$ cat config.mk
export PLATFORM = sky130hd
export DESIGN_NAME = line_buf_scaler_ctrl_flat
export DESIGN_NICKNAME = d
export VERILOG_FILES = /design/src/rtl/line_buf_scaler_ctrl_if.sv /design/src/rtl/line_buf_scaler_ctrl.sv /design/src/flat_wrapper.sv
export SDC_FILE = /design/constraint.sdc
export NUM_CORES = 1
export LEC_CHECK = 0
export ABC_AREA = 1
export BUFFER_PORTS_ARGS = -buffer_cell sky130_fd_sc_hd__buf_4
export CAP_MARGIN = 5
export CORE_MARGIN = 2
export CORE_UTILIZATION = 45
export CTS_BUF_LIST = sky130_fd_sc_hd__clkbuf_16
export DETAILED_ROUTE_END_ITERATION = 16
export GPL_ROUTABILITY_DRIVEN = 0
export PLACE_DENSITY_LB_ADDON = 0.15
export SLEW_MARGIN = 20
export SYNTH_ARGS = -nofsm -noshare
export SYNTH_HDL_FRONTEND = slang
export SYNTH_SLANG_ARGS = --single-unit
$ cat constraint.sdc
create_clock -name clk -period 8.8 [get_ports clk]
set_clock_uncertainty 0.05 [all_clocks]
set_input_delay 1.32 -clock clk [delete_from_list [all_inputs] [get_ports clk]]
set_output_delay 1.32 -clock clk [all_outputs]
set_load 0.05 [all_outputs]
$ cat src/rtl/line_buf_scaler_ctrl_if.sv
// Handshake and buffer-control bundle between the video source / scaler side
// and the line-buffer ring sequencer.
interface line_buf_scaler_ctrl_if #(
   parameter int NUM_LINES = 4,
   parameter int SEL_W     = 2,
   parameter int ADDR_W    = 11,
   parameter int LINE_W    = 12
);
   logic [ADDR_W-1:0]    h_active;
   logic [LINE_W-1:0]    v_active;
   logic                 frame_start;
   logic                 in_de;
   logic                 in_ready;
   logic [ADDR_W-1:0]    wr_addr;
   logic [NUM_LINES-1:0] wr_en;
   logic                 rd_req;
   logic [LINE_W-1:0]    rd_line;
   logic                 rd_grant;
   logic [SEL_W-1:0]     rd_sel0;
   logic [SEL_W-1:0]     rd_sel1;
   logic                 frame_done;

   // Source/scaler side: drives frame setup, pixels and line-pair requests.
   modport master (
      output h_active, v_active, frame_start, in_de, rd_req, rd_line,
      input  in_ready, wr_addr, wr_en, rd_grant, rd_sel0, rd_sel1, frame_done
   );

   // Sequencer side.
   modport slave (
      input  h_active, v_active, frame_start, in_de, rd_req, rd_line,
      output in_ready, wr_addr, wr_en, rd_grant, rd_sel0, rd_sel1, frame_done
   );
endinterface

$ cat src/rtl/line_buf_scaler_ctrl.sv
// Sequencer for a ring of NUM_LINES line buffers feeding a vertical scaler.
// Line L is written into buffer L mod NUM_LINES; the scaler is granted a
// source-line pair once both lines are resident, and the granted upper line
// becomes the release mark that bounds how far the writer may run ahead.
module line_buf_scaler_ctrl #(
   parameter int NUM_LINES = 4,
   parameter int SEL_W     = 2,
   parameter int ADDR_W    = 11,
   parameter int LINE_W    = 12
) (
   input  logic                  clk,
   input  logic                  rst,
   line_buf_scaler_ctrl_if.slave bus
);

   typedef enum logic [2:0] {IDLE, CHECK, STALL, LINE, DONE} state_t;

   localparam logic [LINE_W:0]   ONE_L = (LINE_W+1)'(1);
   localparam logic [LINE_W:0]   RING  = (LINE_W+1)'(NUM_LINES);
   localparam logic [LINE_W-1:0] ONE_W = LINE_W'(1);
   localparam logic [ADDR_W-1:0] ONE_A = ADDR_W'(1);

   state_t               state;
   state_t               state_d;
   logic [ADDR_W-1:0]    pix_cnt;
   logic [LINE_W-1:0]    wr_line;
   logic [LINE_W-1:0]    rel_line;
   logic [ADDR_W-1:0]    h_lat;
   logic [LINE_W-1:0]    v_lat;
   logic                 served;
   logic                 grant_p1;
   logic [SEL_W-1:0]     sel0_p1;
   logic [SEL_W-1:0]     sel1_p1;

   logic [LINE_W:0]      wr_ext;
   logic [LINE_W:0]      rel_ext;
   logic [LINE_W:0]      line_ext;
   logic [LINE_W:0]      last_ext;
   logic [LINE_W:0]      pair_ext;
   logic                 stall_cond;
   logic                 line_last;
   logic                 frame_last;
   logic                 size_zero;
   logic                 grant_cond;
   logic                 ready;
   logic                 done_pulse;
   logic                 xfer;
   logic [NUM_LINES-1:0] sel_hot;

   // A line is resident once fully written and not yet overwritten by the ring.
   function automatic logic resident(input logic [LINE_W:0] l, input logic [LINE_W:0] w);
      return ((l + ONE_L) <= w) && ((l + RING) > w);
   endfunction

   // Line arithmetic, widened by one bit so rel_line + NUM_LINES cannot wrap.
   always_comb begin
      wr_ext     = {1'b0, wr_line};
      rel_ext    = {1'b0, rel_line};
      line_ext   = {1'b0, bus.rd_line};
      last_ext   = {1'b0, v_lat} - ONE_L;
      pair_ext   = ((line_ext + ONE_L) < last_ext) ? (line_ext + ONE_L) : last_ext;
      stall_cond = wr_ext >= (rel_ext + RING);
      line_last  = pix_cnt == (h_lat - ONE_A);
      frame_last = (wr_ext + ONE_L) == {1'b0, v_lat};
      size_zero  = (bus.h_active == '0) || (bus.v_active == '0);
      grant_cond = bus.rd_req && !served && !bus.frame_start
                   && resident(line_ext, wr_ext) && resident(pair_ext, wr_ext);
   end

   // One-hot buffer select for the line currently being written.
   always_comb begin
      sel_hot = '0;
      sel_hot[wr_line[SEL_W-1:0]] = 1'b1;
   end

   // Write FSM state register.
   always_ff @(posedge clk or posedge rst) begin
      if (rst) state <= IDLE;
      else     state <= state_d;
   end

   // Write FSM next state and handshake; frame_start overrides every state.
   always_comb begin
      state_d    = state;
      ready      = 1'b0;
      done_pulse = 1'b0;
      case (state)
         IDLE:  ;
         CHECK: state_d = stall_cond ? STALL : LINE;
         STALL: if (!stall_cond) state_d = LINE;
         LINE: begin
            ready = !bus.frame_start;
            if (ready && bus.in_de && line_last) state_d = frame_last ? DONE : CHECK;
         end
         DONE: begin
            done_pulse = 1'b1;
            state_d    = IDLE;
         end
         default: state_d = IDLE;
      endcase
      if (bus.frame_start) state_d = size_zero ? DONE : CHECK;
   end

   assign xfer           = ready && bus.in_de;
   assign bus.in_ready   = ready;
   assign bus.wr_addr    = xfer ? pix_cnt : '0;
   assign bus.wr_en      = xfer ? sel_hot : '0;
   assign bus.frame_done = done_pulse;

   // Frame geometry latch plus pixel and line counters of the write side.
   always_ff @(posedge clk or posedge rst) begin
      if (rst) begin
         pix_cnt <= '0;
         wr_line <= '0;
         h_lat   <= '0;
         v_lat   <= '0;
      end else if (bus.frame_start) begin
         pix_cnt <= '0;
         wr_line <= '0;
         h_lat   <= bus.h_active;
         v_lat   <= bus.v_active;
      end else if (xfer) begin
         if (line_last) begin
            pix_cnt <= '0;
            wr_line <= wr_line + ONE_W;
         end else begin
            pix_cnt <= pix_cnt + ONE_A;
         end
      end
   end

   // Registered grant; one grant per request, and the granted line becomes the release mark.
   always_ff @(posedge clk or posedge rst) begin
      if (rst) begin
         grant_p1 <= 1'b0;
         sel0_p1  <= '0;
         sel1_p1  <= '0;
         rel_line <= '0;
         served   <= 1'b0;
      end else begin
         grant_p1 <= grant_cond;
         if (grant_cond) begin
            sel0_p1 <= bus.rd_line[SEL_W-1:0];
            sel1_p1 <= pair_ext[SEL_W-1:0];
         end
         if (bus.frame_start)  rel_line <= '0;
         else if (grant_cond)  rel_line <= bus.rd_line;
         if (!bus.rd_req)      served <= 1'b0;
         else if (grant_cond)  served <= 1'b1;
      end
   end

   assign bus.rd_grant = grant_p1;
   assign bus.rd_sel0  = sel0_p1;
   assign bus.rd_sel1  = sel1_p1;

endmodule

$ cat src/flat_wrapper.sv
// flat-port wrapper written by rule: the top's interface ports become plain ports
module line_buf_scaler_ctrl_flat 
#(
   parameter int NUM_LINES = 4,
   parameter int SEL_W     = 2,
   parameter int ADDR_W    = 11,
   parameter int LINE_W    = 12
)
  (clk, rst, bus_h_active, bus_v_active, bus_frame_start, bus_in_de, bus_rd_req, bus_rd_line, bus_in_ready, bus_wr_addr, bus_wr_en, bus_rd_grant, bus_rd_sel0, bus_rd_sel1, bus_frame_done);
  line_buf_scaler_ctrl_if #(.NUM_LINES(NUM_LINES), .SEL_W(SEL_W), .ADDR_W(ADDR_W), .LINE_W(LINE_W)) bus_i ();
  input  logic clk;
  input  logic rst;
  input wire logic [$bits(bus_i.h_active)-1:0] bus_h_active;
  input wire logic [$bits(bus_i.v_active)-1:0] bus_v_active;
  input wire logic [$bits(bus_i.frame_start)-1:0] bus_frame_start;
  input wire logic [$bits(bus_i.in_de)-1:0] bus_in_de;
  input wire logic [$bits(bus_i.rd_req)-1:0] bus_rd_req;
  input wire logic [$bits(bus_i.rd_line)-1:0] bus_rd_line;
  output wire logic [$bits(bus_i.in_ready)-1:0] bus_in_ready;
  output wire logic [$bits(bus_i.wr_addr)-1:0] bus_wr_addr;
  output wire logic [$bits(bus_i.wr_en)-1:0] bus_wr_en;
  output wire logic [$bits(bus_i.rd_grant)-1:0] bus_rd_grant;
  output wire logic [$bits(bus_i.rd_sel0)-1:0] bus_rd_sel0;
  output wire logic [$bits(bus_i.rd_sel1)-1:0] bus_rd_sel1;
  output wire logic [$bits(bus_i.frame_done)-1:0] bus_frame_done;
  assign bus_i.h_active = bus_h_active;
  assign bus_i.v_active = bus_v_active;
  assign bus_i.frame_start = bus_frame_start;
  assign bus_i.in_de = bus_in_de;
  assign bus_i.rd_req = bus_rd_req;
  assign bus_i.rd_line = bus_rd_line;
  assign bus_in_ready = bus_i.in_ready;
  assign bus_wr_addr = bus_i.wr_addr;
  assign bus_wr_en = bus_i.wr_en;
  assign bus_rd_grant = bus_i.rd_grant;
  assign bus_rd_sel0 = bus_i.rd_sel0;
  assign bus_rd_sel1 = bus_i.rd_sel1;
  assign bus_frame_done = bus_i.frame_done;
  line_buf_scaler_ctrl #(.NUM_LINES(NUM_LINES), .SEL_W(SEL_W), .ADDR_W(ADDR_W), .LINE_W(LINE_W)) u_core (.clk(clk), .rst(rst), .bus(bus_i));
endmodule
==> flow_summary.toml <==
[status]
outcome = "completed"

[critical_path]
cp_slowest_stage_delay_ps = 560
r2r_start = "u_core.v_lat[0]"
rrSetupSlack_ps = 2450
critPathMaxFanout = 20
end_kind = "flop"
crit_slowest_cell = "o21ai_0"
crit_top_cell = "nand2_2"
crit_arrival_ps = 7030
worstPathRequired_ps = 8960
reg2reg_to = "u_core.bus.rd_sel1[1]"
worstSetupPathType = "in -> reg"
worstSetupStartpointType = "primary input"
path_buf_inv = 4
critPathTopFamily = "simple AND/OR/NAND/NOR gates"
worstRegToRegCells = 35

[synthesis]
syn-num-nets = 1113
synth_compound_area_share_pct = 9.16
synthAdderAreaFrac_pct = 14.8
synth_cells = 990
synth.avg_cell_area_sq_um = 7.10
yosysSeqAreaShare_pct = 23.8
synth-edff-count = 0
ys_ff_latch = 67
synth.area.top_cells = "dfrtp_1 24%, ha_1 15%, nand2_1 12%, xor2_1 8.0%, inv_1 7.0%"
synth-xor-area-share_pct = 9.32
ys_warn_count = 0
muxShareOfSynthArea_pct = 0
synth_cell_type_count = 44
synth_top_area_cell = "dfrtp_1"
synth-simple-area-share_pct = 33.9
ys.flop_type = "dfrtp_1"
synth_top_family_by_area = "simple AND/OR/NAND/NOR gates"
synth_top_area_share_pct = 23.8
synth-async-reset-ratio_pct = 100
syn_area_sq_um = 7030

[sta]
fin_crit_sh_pct = 78.0
report.final.slew_viol_count = 0
worst_pin_slew_ps = 954
hold_violations = 0
setup_tns_ps = 0
fmax_ghz = 0.146
setup_viol = 0
timing.slew.headroom_pct = 35.5
rsz0062_at_grt = "no"
period_needed_ps = 6870

[power]
cellInternalPower_mw = 0.762
clockPowerShare_pct = 30.4
power_frac_seq_pct = 29.2
p_sw_mw = 0.504
combPwrFrac_pct = 40.4
vdd_drop_max_mv = 0.104
p_leak_nw = 3.97
p_per_area_nw_per_um2 = 159
swShare_pct = 39.8

[routing]
drc = 0
via_per_inst = 5.27
drt-met1-wl_um = 9340
drt_iter0_markers = 487
route.met2.wl_um = 9310
highest_layer = "met4"
firstDrtPassIters = 6
finalWirelength_um = 19900
wl_per_cell_um = 15.7
wl_met3_um = 782
drtAntennaViolNets = 0
vias = 6654

[clock_tree]
cts_tree = "done"
cts_buffers = 9
holdBufCountCts = 0
clock_latency_ps = 340
cts_sinks = 67
cts_setup_buffers = 0
cts_root_buf = "clkbuf_16"
clk_pin_slew_worst_paths_ps = 60
htreeDepth = 3
cts_resized = 0
max-clock-path-buffers = 2

[cells_and_area]
multi_input_area_sq_um = 4720
fillers = 1526
seq_area_sq_um = 1680
nets = 1170
n_antenna_cell = 0
layout-drive-gt1-share_pct = 13.9
fin_cells = 1263
syn2layout_area_growth_pct = 13.2

[floorplan]
std_cell_rows = 45
ios = 62
die_h_um = 129
dieArea_sq_um = 16600
core-area_sq_um = 15300
start_util_pct = 46.1
die_w_um = 129

[place]
dp_cells = 1247
hpwl_um = 15800
portBuffers = 61

[global_routing]
first_global_vias = 6164
grt_use_total_pct = 24.5
grt_max_degree = 68
overflow = 0
antenna_found_initial = 0
grt_pass1_wl_um = 32000

[worst_hold_path]
hp-class = "reg -> reg"
worstHoldEndpoint = "u_core.bus.rd_sel0[1]"
min_delay_path_depth = 2
min_from = "u_core.bus.rd_sel0[1]"

[job]
drv_cap = 0
==> cells by family (layout without fill, tap and decap cells) <==
family | Yosys count | in the layout
compound gates | 110 | 110
xor+xnor | 74 | 74
fa+ha+maj | 83 | 83
buf+inv | 154 | 216
flops | 67 | 67
simple gates | 502 | 502
==> flip-flops by register name (all words and copies together), names as in the netlist <==
register	cells
u_core.pix_cnt	11
u_core.bus.rd_sel1	2
u_core.h_lat	11
u_core.bus.rd_grant	1
u_core.rel_line	12
u_core.wr_line	12
u_core.v_lat	12
u_core.served	1
u_core.bus.rd_sel0	2
u_core.state	3
==> metal layers <==
metal  up-vias  track usage, %
li1       3360               -
met1      3095            33.4
met2       170            41.5
met3        29            3.01
met4         0            6.27
met5         -               0
==> worst min-delay path: stages, from the launching register on <==
cell and delay [ps]:
dfrtp_1 350, nand2_1 60, nand2_1 50
==> synthesized netlist by cell type, types with 2 or more instances <==
master,number
nand2_1,228
inv_1,132
ha_1,83
nor2_1,80
nand3_1,70
dfrtp_1,67
xor2_1,64
o21ai_0,46
a21oi_1,31
nand4_1,26
nor3_1,23
nand2_2,21
nand3_2,15
o22ai_1,11
nor2_2,9
xnor2_1,9
nand3b_1,8
nor2_4,8
nor4_1,8
clkbuf_1,6
a211oi_1,5
buf_6,4
inv_2,4
o21ai_2,4
a21o_1,3
buf_2,3
buf_4,3
a21oi_4,2
o211ai_1,2
==> worst max path at each step <==
stage | depth (start not counted) | to | start
6_report | 35 | u_core.bus.rd_sel1[1] | bus_rd_line[6]
3_3_place_gp | 34 | u_core.bus.rd_sel1[0] | bus_rd_line[0]
4_1_cts | 34 | u_core.bus.rd_sel1[1] | bus_rd_line[0]
5_1_grt | 32 | u_core.bus.rd_sel1[1] | bus_rd_line[0]
3_5_place_dp | 34 | u_core.bus.rd_sel1[1] | bus_rd_line[0]
2_1_floorplan | 38 | u_core.bus.rd_sel1[0] | bus_rd_line[4]
==> power by group through the flow <==
stage               combinational (mW)  sequential, mW  clock, mW
floorplan                        0.364           0.385          0
global placement                 0.505           0.375          0
detailed placement               0.506           0.374          0
CTS                              0.509           0.369      0.388
global route                     0.580           0.373      0.398
finish                           0.511           0.370      0.385
==> cell type report <==
| class | instances | share of cell area [%] |
|---|---|---|
| repair buffers | 63 | 5.94 |
| well taps | 211 | 3.32 |
| clock buffers | 9 | 2.83 |
| inverters | 137 | 6.46 |
| flip-flops and latches | 67 | 21.1 |
| clock inverters | 7 | 1.07 |
| multi-input cells | 769 | 59.3 |
==> cell usage in the layout (no fill, tap or decap), types with 9 or more instances in the layout <==
cell type  count
o21ai_0       46
buf_4         63
inv_1        133
nand3_2       15
nor3_1        23
o22ai_1       11
nor2_1        80
ha_1          83
nand2_1      228
nand4_1       26
nand2_2       21
clkbuf_16      9
nand3_1       70
nor2_2         9
a21oi_1       31
dfrtp_1       67
xor2_1        64
xnor2_1        9
==> stage by stage <==
| stage | hold WS, ps | power, mW | area [sq um] | utilization [%] | worst slack, ps |
|---|---|---|---|---|---|
| after floorplan | 411 | 0.749 | 7030 | - | 2970 |
| after detailed placement | 415 | 0.880 | 7650 | 50.1 | 1650 |
| after global placement | 408 | 0.879 | 7650 | 50.1 | 1660 |
| after CTS | 433 | 1.27 | 7960 | 52.2 | 1970 |
| after global routing | 456 | 1.35 | 7960 | 52.2 | 1270 |
| final | 433 | 1.27 | 7960 | 52.2 | 1930 |
Power figures use the tool's default switching activity.
